`src/rtl/decode_pkg.sv`:
```
// Shared RV32I decode types and constants for the dual-issue decode stage.
package decode_pkg;

  localparam int unsigned XLEN   = 32;
  localparam int unsigned REG_AW = 5;

  // Fetch injects this word on flush; it must always decode as an empty slot.
  localparam logic [XLEN-1:0] NOP_WORD = 32'h0000_0000;

  localparam logic [6:0] OPC_LUI    = 7'b0110111;
  localparam logic [6:0] OPC_AUIPC  = 7'b0010111;
  localparam logic [6:0] OPC_JAL    = 7'b1101111;
  localparam logic [6:0] OPC_JALR   = 7'b1100111;
  localparam logic [6:0] OPC_BRANCH = 7'b1100011;
  localparam logic [6:0] OPC_LOAD   = 7'b0000011;
  localparam logic [6:0] OPC_STORE  = 7'b0100011;
  localparam logic [6:0] OPC_OP_IMM = 7'b0010011;
  localparam logic [6:0] OPC_OP     = 7'b0110011;
  localparam logic [6:0] OPC_SYSTEM = 7'b1110011;

  typedef enum logic [2:0] {
    FmtR,
    FmtI,
    FmtS,
    FmtB,
    FmtU,
    FmtJ
  } imm_fmt_e;

  typedef struct packed {
    logic              valid;
    logic [6:0]        opcode;
    logic [2:0]        funct3;
    logic              funct7b5;
    logic [REG_AW-1:0] rd;
    logic [REG_AW-1:0] rs1;
    logic [REG_AW-1:0] rs2;
    logic [XLEN-1:0]   imm;
    logic              we;
    logic              mem;
  } slot_t;

  function automatic logic [XLEN-1:0] gen_imm(input logic [XLEN-1:0] w, input imm_fmt_e fmt);
    logic [XLEN-1:0] imm;
    unique case (fmt)
      FmtI:    imm = {{20{w[31]}}, w[31:20]};
      FmtS:    imm = {{20{w[31]}}, w[31:25], w[11:7]};
      FmtB:    imm = {{19{w[31]}}, w[31], w[7], w[30:25], w[11:8], 1'b0};
      FmtU:    imm = {w[31:12], 12'b0};
      FmtJ:    imm = {{11{w[31]}}, w[31], w[19:12], w[20], w[30:21], 1'b0};
      default: imm = '0;
    endcase
    return imm;
  endfunction

endpackage

```
`src/rtl/rv32_slot_decoder.sv`:
```
// Combinational RV32I decoder: one instruction word into issue-slot fields.
module rv32_slot_decoder
  import decode_pkg::*;
(
  input  logic [XLEN-1:0] instr_i,
  output slot_t           slot_o,
  output logic            uses_rs2_o
);

  imm_fmt_e fmt;
  logic     known;
  logic     writes_rd;
  logic     uses_rs2;

  always_comb begin
    fmt       = FmtR;
    known     = 1'b1;
    writes_rd = 1'b0;
    uses_rs2  = 1'b0;
    unique case (instr_i[6:0])
      OPC_LUI, OPC_AUIPC: begin
        fmt       = FmtU;
        writes_rd = 1'b1;
      end
      OPC_JAL: begin
        fmt       = FmtJ;
        writes_rd = 1'b1;
      end
      OPC_JALR, OPC_LOAD, OPC_OP_IMM, OPC_SYSTEM: begin
        fmt       = FmtI;
        writes_rd = 1'b1;
      end
      OPC_BRANCH: begin
        fmt      = FmtB;
        uses_rs2 = 1'b1;
      end
      OPC_STORE: begin
        fmt      = FmtS;
        uses_rs2 = 1'b1;
      end
      OPC_OP: begin
        fmt       = FmtR;
        writes_rd = 1'b1;
        uses_rs2  = 1'b1;
      end
      default: known = 1'b0;
    endcase
  end

  always_comb begin
    slot_o     = '0;
    uses_rs2_o = 1'b0;
    if (known && (instr_i != NOP_WORD)) begin
      slot_o.valid    = 1'b1;
      slot_o.opcode   = instr_i[6:0];
      slot_o.funct3   = instr_i[14:12];
      slot_o.funct7b5 = instr_i[30];
      slot_o.rd       = instr_i[11:7];
      slot_o.rs1      = instr_i[19:15];
      slot_o.rs2      = instr_i[24:20];
      slot_o.imm      = gen_imm(instr_i, fmt);
      slot_o.we       = writes_rd && (instr_i[11:7] != '0);
      slot_o.mem      = (instr_i[6:0] == OPC_LOAD) || (instr_i[6:0] == OPC_STORE);
      uses_rs2_o      = uses_rs2;
    end
  end

endmodule

```
`src/rtl/dual_decode_unit.sv`:
```
// Dual-issue decode stage: decodes an instruction pair, splits it on intra-pair hazards.
// Optional DECODE_PERF_CNT_EN adds split and bubble performance counters.
module dual_decode_unit
  import decode_pkg::*;
(
  input  logic              clk,
  input  logic              reset,
  input  logic              flush_i,
  input  logic              stall_in_i,
  input  logic [XLEN-1:0]   instr1_i,
  input  logic [XLEN-1:0]   instr2_i,
  output logic              stall_out_o,
  output logic              s0_valid_o,
  output logic [6:0]        s0_opcode_o,
  output logic [2:0]        s0_funct3_o,
  output logic              s0_funct7b5_o,
  output logic [REG_AW-1:0] s0_rd_o,
  output logic [REG_AW-1:0] s0_rs1_o,
  output logic [REG_AW-1:0] s0_rs2_o,
  output logic [XLEN-1:0]   s0_imm_o,
  output logic              s0_we_o,
  output logic              s0_mem_o,
  output logic              s1_valid_o,
  output logic [6:0]        s1_opcode_o,
  output logic [2:0]        s1_funct3_o,
  output logic              s1_funct7b5_o,
  output logic [REG_AW-1:0] s1_rd_o,
  output logic [REG_AW-1:0] s1_rs1_o,
  output logic [REG_AW-1:0] s1_rs2_o,
  output logic [XLEN-1:0]   s1_imm_o,
  output logic              s1_we_o,
  output logic              s1_mem_o
`ifdef DECODE_PERF_CNT_EN
  ,
  output logic [31:0]       perf_split_cnt_o,
  output logic [31:0]       perf_bubble_cnt_o
`endif
);

  typedef enum logic [0:0] {StPair, StSplit} state_e;

  state_e          state_q;
  logic [XLEN-1:0] hold_q;
  slot_t           slot0_q, slot1_q;

  slot_t d1, d2, dh;
  logic  u1, u2, uh;
  logic  dep, structural, split;

  rv32_slot_decoder u_dec1 (.instr_i(instr1_i), .slot_o(d1), .uses_rs2_o(u1));
  rv32_slot_decoder u_dec2 (.instr_i(instr2_i), .slot_o(d2), .uses_rs2_o(u2));
  rv32_slot_decoder u_dech (.instr_i(hold_q),   .slot_o(dh), .uses_rs2_o(uh));

  // Only the younger word's rs2 usage matters for the RAW check.
  logic unused_uses_rs2;
  assign unused_uses_rs2 = u1 ^ uh;

  assign dep        = d1.we && ((d1.rd == d2.rs1) || ((d1.rd == d2.rs2) && u2));
  assign structural = d1.mem && d2.mem;
  assign split      = d1.valid && d2.valid && (dep || structural);

  assign stall_out_o = !flush_i && (stall_in_i || ((state_q == StPair) && split));

  always_ff @(posedge clk or posedge reset) begin
    if (reset) begin
      state_q <= StPair;
      hold_q  <= '0;
      slot0_q <= '0;
      slot1_q <= '0;
    end else if (flush_i) begin
      state_q <= StPair;
      hold_q  <= '0;
      slot0_q <= '0;
      slot1_q <= '0;
    end else if (!stall_in_i) begin
      unique case (state_q)
        StPair: begin
          slot0_q <= d1;
          if (split) begin
            slot1_q <= '0;
            hold_q  <= instr2_i;
            state_q <= StSplit;
          end else begin
            slot1_q <= d2;
          end
        end
        StSplit: begin
          slot0_q <= '0;
          slot1_q <= dh;
          hold_q  <= '0;
          state_q <= StPair;
        end
        default: state_q <= StPair;
      endcase
    end
  end

`ifdef DECODE_PERF_CNT_EN
  logic issue_none;

  // Both slots about to be written empty on this edge.
  always_comb begin
    issue_none = 1'b1;
    if (!flush_i) begin
      if (state_q == StSplit) begin
        issue_none = !dh.valid;
      end else begin
        issue_none = !d1.valid && (split || !d2.valid);
      end
    end
  end

  always_ff @(posedge clk or posedge reset) begin
    if (reset) begin
      perf_split_cnt_o  <= '0;
      perf_bubble_cnt_o <= '0;
    end else if (!stall_in_i) begin
      if (!flush_i && (state_q == StPair) && split) begin
        perf_split_cnt_o <= perf_split_cnt_o + 32'd1;
      end
      if (issue_none) begin
        perf_bubble_cnt_o <= perf_bubble_cnt_o + 32'd1;
      end
    end
  end
`endif

  assign s0_valid_o    = slot0_q.valid;
  assign s0_opcode_o   = slot0_q.opcode;
  assign s0_funct3_o   = slot0_q.funct3;
  assign s0_funct7b5_o = slot0_q.funct7b5;
  assign s0_rd_o       = slot0_q.rd;
  assign s0_rs1_o      = slot0_q.rs1;
  assign s0_rs2_o      = slot0_q.rs2;
  assign s0_imm_o      = slot0_q.imm;
  assign s0_we_o       = slot0_q.we;
  assign s0_mem_o      = slot0_q.mem;

  assign s1_valid_o    = slot1_q.valid;
  assign s1_opcode_o   = slot1_q.opcode;
  assign s1_funct3_o   = slot1_q.funct3;
  assign s1_funct7b5_o = slot1_q.funct7b5;
  assign s1_rd_o       = slot1_q.rd;
  assign s1_rs1_o      = slot1_q.rs1;
  assign s1_rs2_o      = slot1_q.rs2;
  assign s1_imm_o      = slot1_q.imm;
  assign s1_we_o       = slot1_q.we;
  assign s1_mem_o      = slot1_q.mem;

endmodule
```
`config.mk`:
```
export PLATFORM = sky130hd
export DESIGN_NAME = dual_decode_unit
export DESIGN_NICKNAME = d
export VERILOG_FILES = /design/src/rtl/decode_pkg.sv /design/src/rtl/rv32_slot_decoder.sv /design/src/rtl/dual_decode_unit.sv
export SDC_FILE = /design/constraint.sdc
export NUM_CORES = 1
export LEC_CHECK = 0
export ABC_CLOCK_PERIOD_IN_PS = 4600
export BUFFER_PORTS_ARGS = -buffer_cell sky130_fd_sc_hd__buf_4
export CAP_MARGIN = 20
export CORE_UTILIZATION = 50
export CTS_BUF_LIST = sky130_fd_sc_hd__clkbuf_2 sky130_fd_sc_hd__clkbuf_4 sky130_fd_sc_hd__clkbuf_8
export CTS_CLUSTER_DIAMETER = 100
export CTS_CLUSTER_SIZE = 10
export DETAILED_ROUTE_END_ITERATION = 8
export MAX_ROUTING_LAYER = met4
export PLACE_DENSITY = 0.76
export SYNTH_ARGS = -nofsm -noshare
export SYNTH_HDL_FRONTEND = slang
export SYNTH_SLANG_ARGS = --single-unit
```
`constraint.sdc`:
```
create_clock -name clk -period 4.6 [get_ports clk]
set_input_delay 0.46 -clock clk [delete_from_list [all_inputs] [get_ports clk]]
set_output_delay 0.46 -clock clk [all_outputs]
set_load 0.03 [all_outputs]
```
==> impl_metrics.tcl, run 1 <==
set metrics [dict create \
    rows 44 \
    clkPwrFrac 0.406 \
    top_usage_layer "met2" \
    fmax_mhz 300 \
    power_leakage_nw 4.68 \
    dpl-instance-area_um2 9090 \
    grt-ovfl-total 0 \
    skew_ps 15.8 \
    cts_tree "done" \
    status "finished, violations left" \
    ant_nets 0 \
    syn-num-nets 872 \
    clock_latency_ps 470 \
    met3_usage 0.0769 \
    drive_above_1_share 0.251 \
    nNetsFinal 1039 \
    antenna_found_initial 0 \
    seq_power_share 0.493 \
    grt_util_met1 0.463 \
    synth-edff-count 0 \
    vdd_drop_max_uv 244 \
    grt_pass1_vias 6776 \
    ys_seq_area_frac 0.515 \
    clk_pin_slew_ps 80 \
    viasPerCell 6.17 \
    p_sw_mw 0.710 \
    critical_path_required_ps 4140 \
    gp_congestion 0.924 \
    die_h_um 125 \
    wl_per_cell_um 20.8 \
    syn_inst 804 \
    hold_violations 0 \
    tns_ps 0 \
    p_int_mw 2.11 \
    die_w_um 125 \
    design_area_um2 9520 \
    htree_levels 4 \
    finalCritPeriodShare 0.725 \
    synth.distinct_cells 55 \
    drt_iter0_markers 688 \
    setup_ws_ps 1270 \
    cts_buffer_depth 2 \
    clkSinkCount 155 \
    place.port_buffers 190 \
    pwr-share-comb 0.101 \
    start_util 0.515 \
    crit_fanout 7 \
    area_growth_pct 26.2 \
    antenna_cells 0 \
    post_cts_resized 0 \
    fin_util 0.650 \
    hpwlAfterDp_um 16700 \
    grt_pass1_wl_um 38300 \
    path_class "in -> out" \
    ys_seq_elements 155 \
    ys.warnings.count 0 \
    setup_violations 0 \
    ys_async_sr_fraction 1.00 \
    cts_setup_buffers 0 \
    core_area_um2 14600 \
    maxCapViolations 0 \
    cts-root-buf "clkbuf_8" \
    vias 7179 \
    pin_count 191 \
    grt_max_degree 156 \
    cts_made_buffers 17 \
    hold_ws_ps 214 \
    die_area_um2 15600 \
    drc 16 \
    max_slew.worst_pin.slew_ps 1070 \
    use_met2 0.475 \
    rsz0062_at_grt "no" \
    min_period_ps 3330 \
    endpoint_kind "primary output" \
    place_ws_ps 1130 \
    wl_um 24200 \
    avgSynthCellArea_um2 9.38 \
    drv_slew 0 \
    relSlewSlack 0.285 \
    hold_path.class "in -> async" \
    fillCellCount 1241 \
    track_usage 0.329 \
    start_kind "primary input" \
    synthFlopType "dfrtp_1" \
    critPathArrivalTime_ps 2870 \
    drt_first_pass_iters 7 \
    failed_checks "DRC" \
    netlist_area_um2 7540 \
    swShare 0.251 \
    cts_hold_buf 0 \
    powerDensity_nw_per_um2 297 \
]
-- cells in the final DEF, fill, tap and decap left out, drive strengths merged, types with 4 or more instances in the layout --
cell    instances
or2             4
clkbuf         21
nand4           4
nor3            8
a21oi          38
a31oi          28
a22o           69
o21ai         101
xnor2           4
nor2b          10
nand2b         16
a22oi          35
and2            5
bufinv          4
nand2         123
nor2           22
a21o           20
dfrtp         155
nand3          22
o21a            5
inv            32
nor4            8
buf           203
-- power groups by stage --
| stage | registers [mW] | logic (mW) | clock network (mW) |
|---|---|---|---|
| 4_1_cts | 1.39 | 0.283 | 1.16 |
| 6_report | 1.39 | 0.286 | 1.15 |
| 3_5_place_dp | 1.42 | 0.283 | 0 |
| 2_1_floorplan | 1.43 | 0.134 | 0 |
| 5_1_grt | 1.39 | 0.310 | 1.21 |
| 3_3_place_gp | 1.42 | 0.282 | 0 |
-- cell type report --
| type | instances | area [um2] | area share |
|---|---|---|---|
| Clock buffer | 21 | 289 | 0.0304 |
| Clock inverter | 7 | 139 | 0.0146 |
| Inverter | 33 | 128 | 0.0134 |
| Multi-Input combinational cell | 561 | 3300 | 0.347 |
| Sequential cell | 155 | 3880 | 0.408 |
| Tap cell | 184 | 230 | 0.0242 |
| Timing Repair Buffer | 203 | 1550 | 0.163 |
-- Yosys cell counts (all sizes together), types with 20 or more instances --
library cell  instances  share of area
a22o                 69          0.080
o21ai               101          0.067
a22oi                35          0.035
clkbuf               42          0.021
nand2               123          0.061
a31oi                28          0.023
nor2                 22          0.011
a21oi                38          0.026
inv                  32          0.016
dfrtp               155           0.51
nand3                22          0.015
a21o                 20          0.020
-- through the flow --
step / total power [mW] / cells
final: 2.82 / 1164
after global routing: 2.91 / 1164
after global placement: 1.70 / 1136
after floorplan: 1.57 / 804
after detailed placement: 1.70 / 1136
after CTS: 2.83 / 1164
-- path summary, 6_finish.rpt --
kind | cells after the start | from | endpoint | slack, ps
max | 9 | instr1_i[3] | stall_out_o | 1270
min in group clk | 2 | instr1_i[18] | s0_rs1_o[3]$_DFFE_PP0P_ | 220
max reg2reg | 5 | state_q$_DFFE_PP0P_ | s1_imm_o[26]$_DFFE_PP0P_ | 2070
min reg2reg | 2 | s0_imm_o[30]$_DFFE_PP0P_ | s0_imm_o[30]$_DFFE_PP0P_ | 480
min | 3 | reset | hold_q[30]$_DFFE_PP0P_ | 210
max in group asynchronous | 3 | reset | s1_imm_o[26]$_DFFE_PP0P_ | 3730
-- routing by layer --
layer	up-vias	wire length (um)	share of wire
li1	3249	-	-
met4	0	386	0.016
met1	3562	10900	0.45
met2	330	11000	0.45
met5	-	0	0
met3	38	1950	0.080
-- cells by family (layout without fill, tap and decap cells) --
| kind of cell | after synthesis | count (layout) | share of synthesized area |
|---|---|---|---|
| compound gates | 318 | 318 | 0.281 |
| xor+xnor | 6 | 6 | 0.00697 |
| buf+inv | 88 | 264 | 0.0486 |
| flops | 155 | 155 | 0.515 |
| simple gates | 237 | 237 | 0.148 |
-- flip-flops by register name (all words and copies together) (netlist names), 3 cells and up --
| name | count |
|---|---|
| s0_rd_o | 5 |
| s0_rs2_o | 5 |
| s0_opcode_o | 7 |
| s1_opcode_o | 7 |
| s1_rd_o | 5 |
| s0_rs1_o | 5 |
| s1_rs1_o | 5 |
| s1_imm_o | 32 |
| s1_funct3_o | 3 |
| s1_rs2_o | 5 |
| s0_funct3_o | 3 |
| s0_imm_o | 32 |
| hold_q | 32 |
-- critical path, stage by stage --
cell	delay (ps)
buf_4	130
nor3b_1	340
o21a_1	220
nor2_1	90
o32a_1	360
or4_1	590
nand2_1	320
a21o_1	190
buf_4	160
(Power assumes the default switching activity.)
==> run 2: changes to the inputs <==
- ABC_CLOCK_PERIOD_IN_PS: 4600 -> 3100
- CORE_UTILIZATION: 50 -> 55
- PLACE_DENSITY: 0.76 -> 0.79
- clock period: 4.6 -> 3.1 ns (I/O delays scaled with it)
==> run 2 against run 1 <==
Design area grew 0.80%; clock power grew 42%; sequential power grew 48%; combinational power grew 52%; sequential share of layout area shrank 0.32 points; the flow now finishes without violations; first-iteration DRC count grew 44%; power grew 46%; wire length grew 1.0%; largest cell class unchanged; register-to-register slack lost 1500 ps.
==> impl_metrics.tcl, run 2 (synthesis gave the netlist of run 1 again) <==
set metrics [dict create \
    cts-root-buf "clkbuf_8" \
    tns_ps 0 \
    rsz0062_at_grt "no" \
    final_common_cell "buf_4" \
    crit_fanout 5 \
    min_period_ps 2850 \
    critPathArrivalTime_ps 2540 \
    vias 7389 \
    endpoint_kind "primary output" \
    vdd_drop_max_uv 324 \
    fmax_mhz 351 \
    clock_latency_ps 470 \
    path_class "in -> out" \
    die_area_um2 14200 \
    antenna_found_initial 0 \
    start_util 0.567 \
    final_cell_mix "buf_4 (209), dfrtp_1 (155), nand2_1 (123)" \
    core_area_um2 13300 \
    clkSinkCount 155 \
    cts_tree "done" \
    wl_per_cell_um 20.9 \
    ant_nets 0 \
    cts_buffer_depth 2 \
    cts_made_buffers 17 \
    pin_count 191 \
    clk_pin_slew_ps 90 \
    antenna_cells 0 \
    finalCritPeriodShare 0.920 \
    grt-ovfl-total 0 \
    die_w_um 119 \
    place.port_buffers 190 \
    die_h_um 119 \
    post_cts_resized 0 \
    fillCellCount 1024 \
    setup_violations 0 \
    area_growth_pct 27.3 \
    grt_max_degree 61 \
    grt_pass1_vias 6968 \
    grt_pass1_wl_um 38600 \
    drc 0 \
    skew_ps 15.9 \
    drv_slew 0 \
    powerDensity_nw_per_um2 430 \
    hold_path.class "in -> reg" \
    hold_violations 0 \
    maxCapViolations 0 \
    critical_path_required_ps 2790 \
    status "finished clean" \
    wl_um 24500 \
    drt_first_pass_iters 6 \
    cts_setup_buffers 0 \
    htree_levels 4 \
    nNetsFinal 1049 \
    max_slew.worst_pin.slew_ps 890 \
    rows 42 \
    drive_above_1_share 0.261 \
    drt_iter0_markers 992 \
    gp_congestion 0.959 \
    relSlewSlack 0.407 \
    track_usage 0.365 \
    hold_ws_ps 61.9 \
    viasPerCell 6.32 \
    hpwlAfterDp_um 17700 \
    power_leakage_nw 4.72 \
    start_kind "primary input" \
]
run 2: cell types whose count changed in the layout (fill, tap and decap cells not counted), sizes merged:
cell / before / now
bufinv: 4 / 3
clkbuf: 21 / 20
buf: 203 / 212
dlygate4sd3: 0 / 1
clkinvlp: 1 / 4
inv: 32 / 34
clkinv: 3 / 4
run 2: path summary, 6_finish.rpt:
check,start,end,slack (ps),cells after the start
worst max-delay path,instr1_i[3],stall_out_o,250,9
worst min-delay path,instr1_i[18],s0_rs1_o[3]$_DFFE_PP0P_,60,2
worst max register to register,hold_q[3]$_DFFE_PP0P_,s1_imm_o[9]$_DFFE_PP0P_,590,6
worst min register to register,s0_valid_o$_DFFE_PP0P_,s0_valid_o$_DFFE_PP0P_,490,1
max in group asynchronous,reset,s1_imm_o[0]$_DFFE_PP0P_,1890,4
min in group asynchronous,reset,s1_imm_o[25]$_DFFE_PP0P_,420,3
run 2: through the flow:
step	util	total power [mW]	setup slack, ps	area [um2]	instances
after floorplan	-	2.32	482	7540	804
after global placement	0.689	2.52	355	9160	1137
after detailed placement	0.689	2.53	240	9160	1137
after CTS	0.722	4.13	303	9590	1170
after global routing	0.722	4.26	122	9590	1170
final	0.722	4.13	248	9590	1170
run 2: worst max-delay path: stages:
cell     delay [ps]
buf_4           130
nor3b_1         340
o21a_1          220
nor2_1          100
o32a_1          380
or4_1           590
nand2_1         180
a21o_1          140
buf_4           150
run 2: cell type report:
type	count	area (um2)	share of cell area
tap	176	220	0.0230
clock buffer	20	263	0.0274
clock inverter	12	161	0.0168
timing repair buffer	213	1640	0.171
inverter	33	128	0.0133
sequential	155	3880	0.404
multi-input combinational	561	3300	0.344
run 2: metal layers:
layer / vias up / track usage / wire (um)
met5: - / - / 0
met4: 0 / 0.114 / 482
met3: 43 / 0.0814 / 2190
met2: 423 / 0.522 / 11200
met1: 3654 / 0.518 / 10600
li1: 3269 / - / -
run 2: timing repair:
| item | CTS | global route |
|---|---|---|
| hold buffers | 1 | 0 |
| hold endpoints to repair | 18 | 0 |
| setup endpoints to repair | 0 | 0 |
run 2: where the power goes:
| part | switching (mW) | internal (mW) | leakage, nW | total, mW |
|---|---|---|---|---|
| Sequential | 0.0195 | 2.04 | 2.16 | 2.06 |
| Combinational | 0.280 | 0.155 | 2.35 | 0.435 |
| Clock | 0.788 | 0.843 | 0.207 | 1.63 |
==> run 3: changes to the inputs <==
- REMOVE_ABC_BUFFERS: unset -> 1
==> run 3 against run 2 <==
Power decreased by 4.2%; first-iteration DRC count shrank 20%; die area stayed put; clock skew fell by 5.0 ps; non-clock buffer count rose by 2; final cell count rose by 0.17%; register-to-register slack better by 90 ps.
==> impl_metrics.tcl, run 3 (synthesis gave the netlist of run 1 again) <==
set metrics [dict create \
    start_kind "primary input" \
    start_util 0.567 \
    worstPathCellList "buf_4, nor3b_1, o21a_1, nor2_1, o32a_1, or4_1, nand2_1, a21o_1, buf_4" \
    power_leakage_nw 4.71 \
    drt_first_pass_iters 5 \
    max_slew.worst_pin.slew_ps 857 \
    fmax_mhz 356 \
    cts_tree "done" \
    setup_violations 0 \
    crit_fanout 5 \
    hold_path.class "in -> async" \
    path_class "in -> out" \
    slowest_stage "or4_1" \
    final_common_cell "buf_4" \
    ff2ff_setup_slack_ps 680 \
    cts_hold_buf 0 \
    grt-ovfl-total 0 \
    viasPerCell 6.19 \
    r2r_end "s1_imm_o[6]$_DFFE_PP0P_" \
    powerDensity_nw_per_um2 414 \
    status "finished clean" \
    maxCapViolations 0 \
    clock_latency_ps 460 \
    cp-startpoint "instr1_i[3]" \
    die_area_um2 14200 \
    post_cts_resized 0 \
    htree_levels 4 \
    clk_pin_slew_ps 80 \
    reg2reg_depth 6 \
    drt_iter0_markers 793 \
    antenna_found_initial 0 \
    tns_ps 0 \
    critPathMostFrequentCell "buf_4" \
    skew_ps 10.9 \
    area_growth_pct 26.8 \
    cp_top_family "simple AND/OR/NAND/NOR gates" \
    rsz0062_at_grt "no" \
    drive_above_1_share 0.263 \
    grt_pass1_vias 6934 \
    vias 7256 \
    stdcell_count 1172 \
    cts_setup_buffers 0 \
    design_area_um2 9560 \
    relSlewSlack 0.429 \
    wl_um 23700 \
    place_ws_ps 230 \
    grt_pass1_wl_um 37700 \
    die_w_um 119 \
    nNetsFinal 1051 \
    cp.buffers_inverters 2 \
    drc 0 \
    setup_ws_ps 290 \
    wl_per_cell_um 20.3 \
    cts_made_buffers 17 \
    rows 42 \
    ant_nets 0 \
    min_period_ps 2810 \
    critPathArrivalTime_ps 2500 \
    pin_count 191 \
    endpoint_kind "primary output" \
    die_h_um 119 \
    slowest_delay_ps 590 \
    finalCritPeriodShare 0.906 \
    r2r_start "hold_q[3]$_DFFE_PP0P_" \
    track_usage 0.355 \
    final_cell_mix "buf_4 (212), dfrtp_1 (155), nand2_1 (123)" \
    cts_buffer_depth 2 \
    critical_path_required_ps 2790 \
    cts-root-buf "clkbuf_8" \
    hpwlAfterDp_um 17100 \
    vdd_drop_max_uv 316 \
    core_area_um2 13300 \
    place_inst 1140 \
    clkSinkCount 155 \
    grt_max_degree 95 \
    dpl-instance-area_um2 9180 \
    drv_slew 0 \
    place.port_buffers 190 \
    antenna_cells 0 \
    gp_congestion 0.929 \
    hold_violations 0 \
]
[run 3: changes by cell type in the layout (fill, tap and decap cells not counted), sizes merged]
cell         previous run  this run
buf                   212       215
bufinv                  3         1
clkbuf                 20        19
clkinv                  4         6
dlygate4sd3             1         0
inv                    34        35
[run 3: power breakdown]
group	internal (mW)	switching (mW)
Combinational	0.153	0.279
Clock	0.678	0.784
Sequential	2.04	0.0191
Total	2.87	1.08
[run 3: layer usage]
metal | track usage | part of all wire | up-vias
li1 | - | - | 3285
met1 | 0.489 | 0.43 | 3534
met2 | 0.529 | 0.47 | 385
met3 | 0.0580 | 0.074 | 52
met4 | 0.139 | 0.026 | 0
met5 | - | 0 | -
[run 3: through the flow]
| step | util | hold slack (ps) | power [mW] |
|---|---|---|---|
| final | 0.719 | 9.82 | 3.96 |
| after global routing | 0.719 | 52.9 | 4.07 |
| after CTS | 0.719 | 47.6 | 3.96 |
| after detailed placement | 0.691 | 472 | 2.53 |
| after global placement | 0.691 | 463 | 2.52 |
| after floorplan | - | 443 | 2.30 |
[run 3: layout make-up]
cell class              instances  area, um2
clock inverters                13        115
fillers                      1050       3740
flip-flops and latches        155       3880
inverters                      33        129
multi-input cells             561       3300
clock buffers                  19        262
well taps                     176        220
repair buffers                215       1650
[run 3: worst max-delay path by stage]
stage / slack, ps / to / cells past startpoint
detailed placement: 230 / s1_imm_o[1]$_DFFE_PP0P_ / 9
CTS: 310 / stall_out_o / 9
floorplan: -2010 / hold_q[10]$_DFFE_PP0P_ / 3
finish: 290 / stall_out_o / 9
global placement: 360 / s1_opcode_o[3]$_DFFE_PP0P_ / 10
global route: 150 / stall_out_o / 9
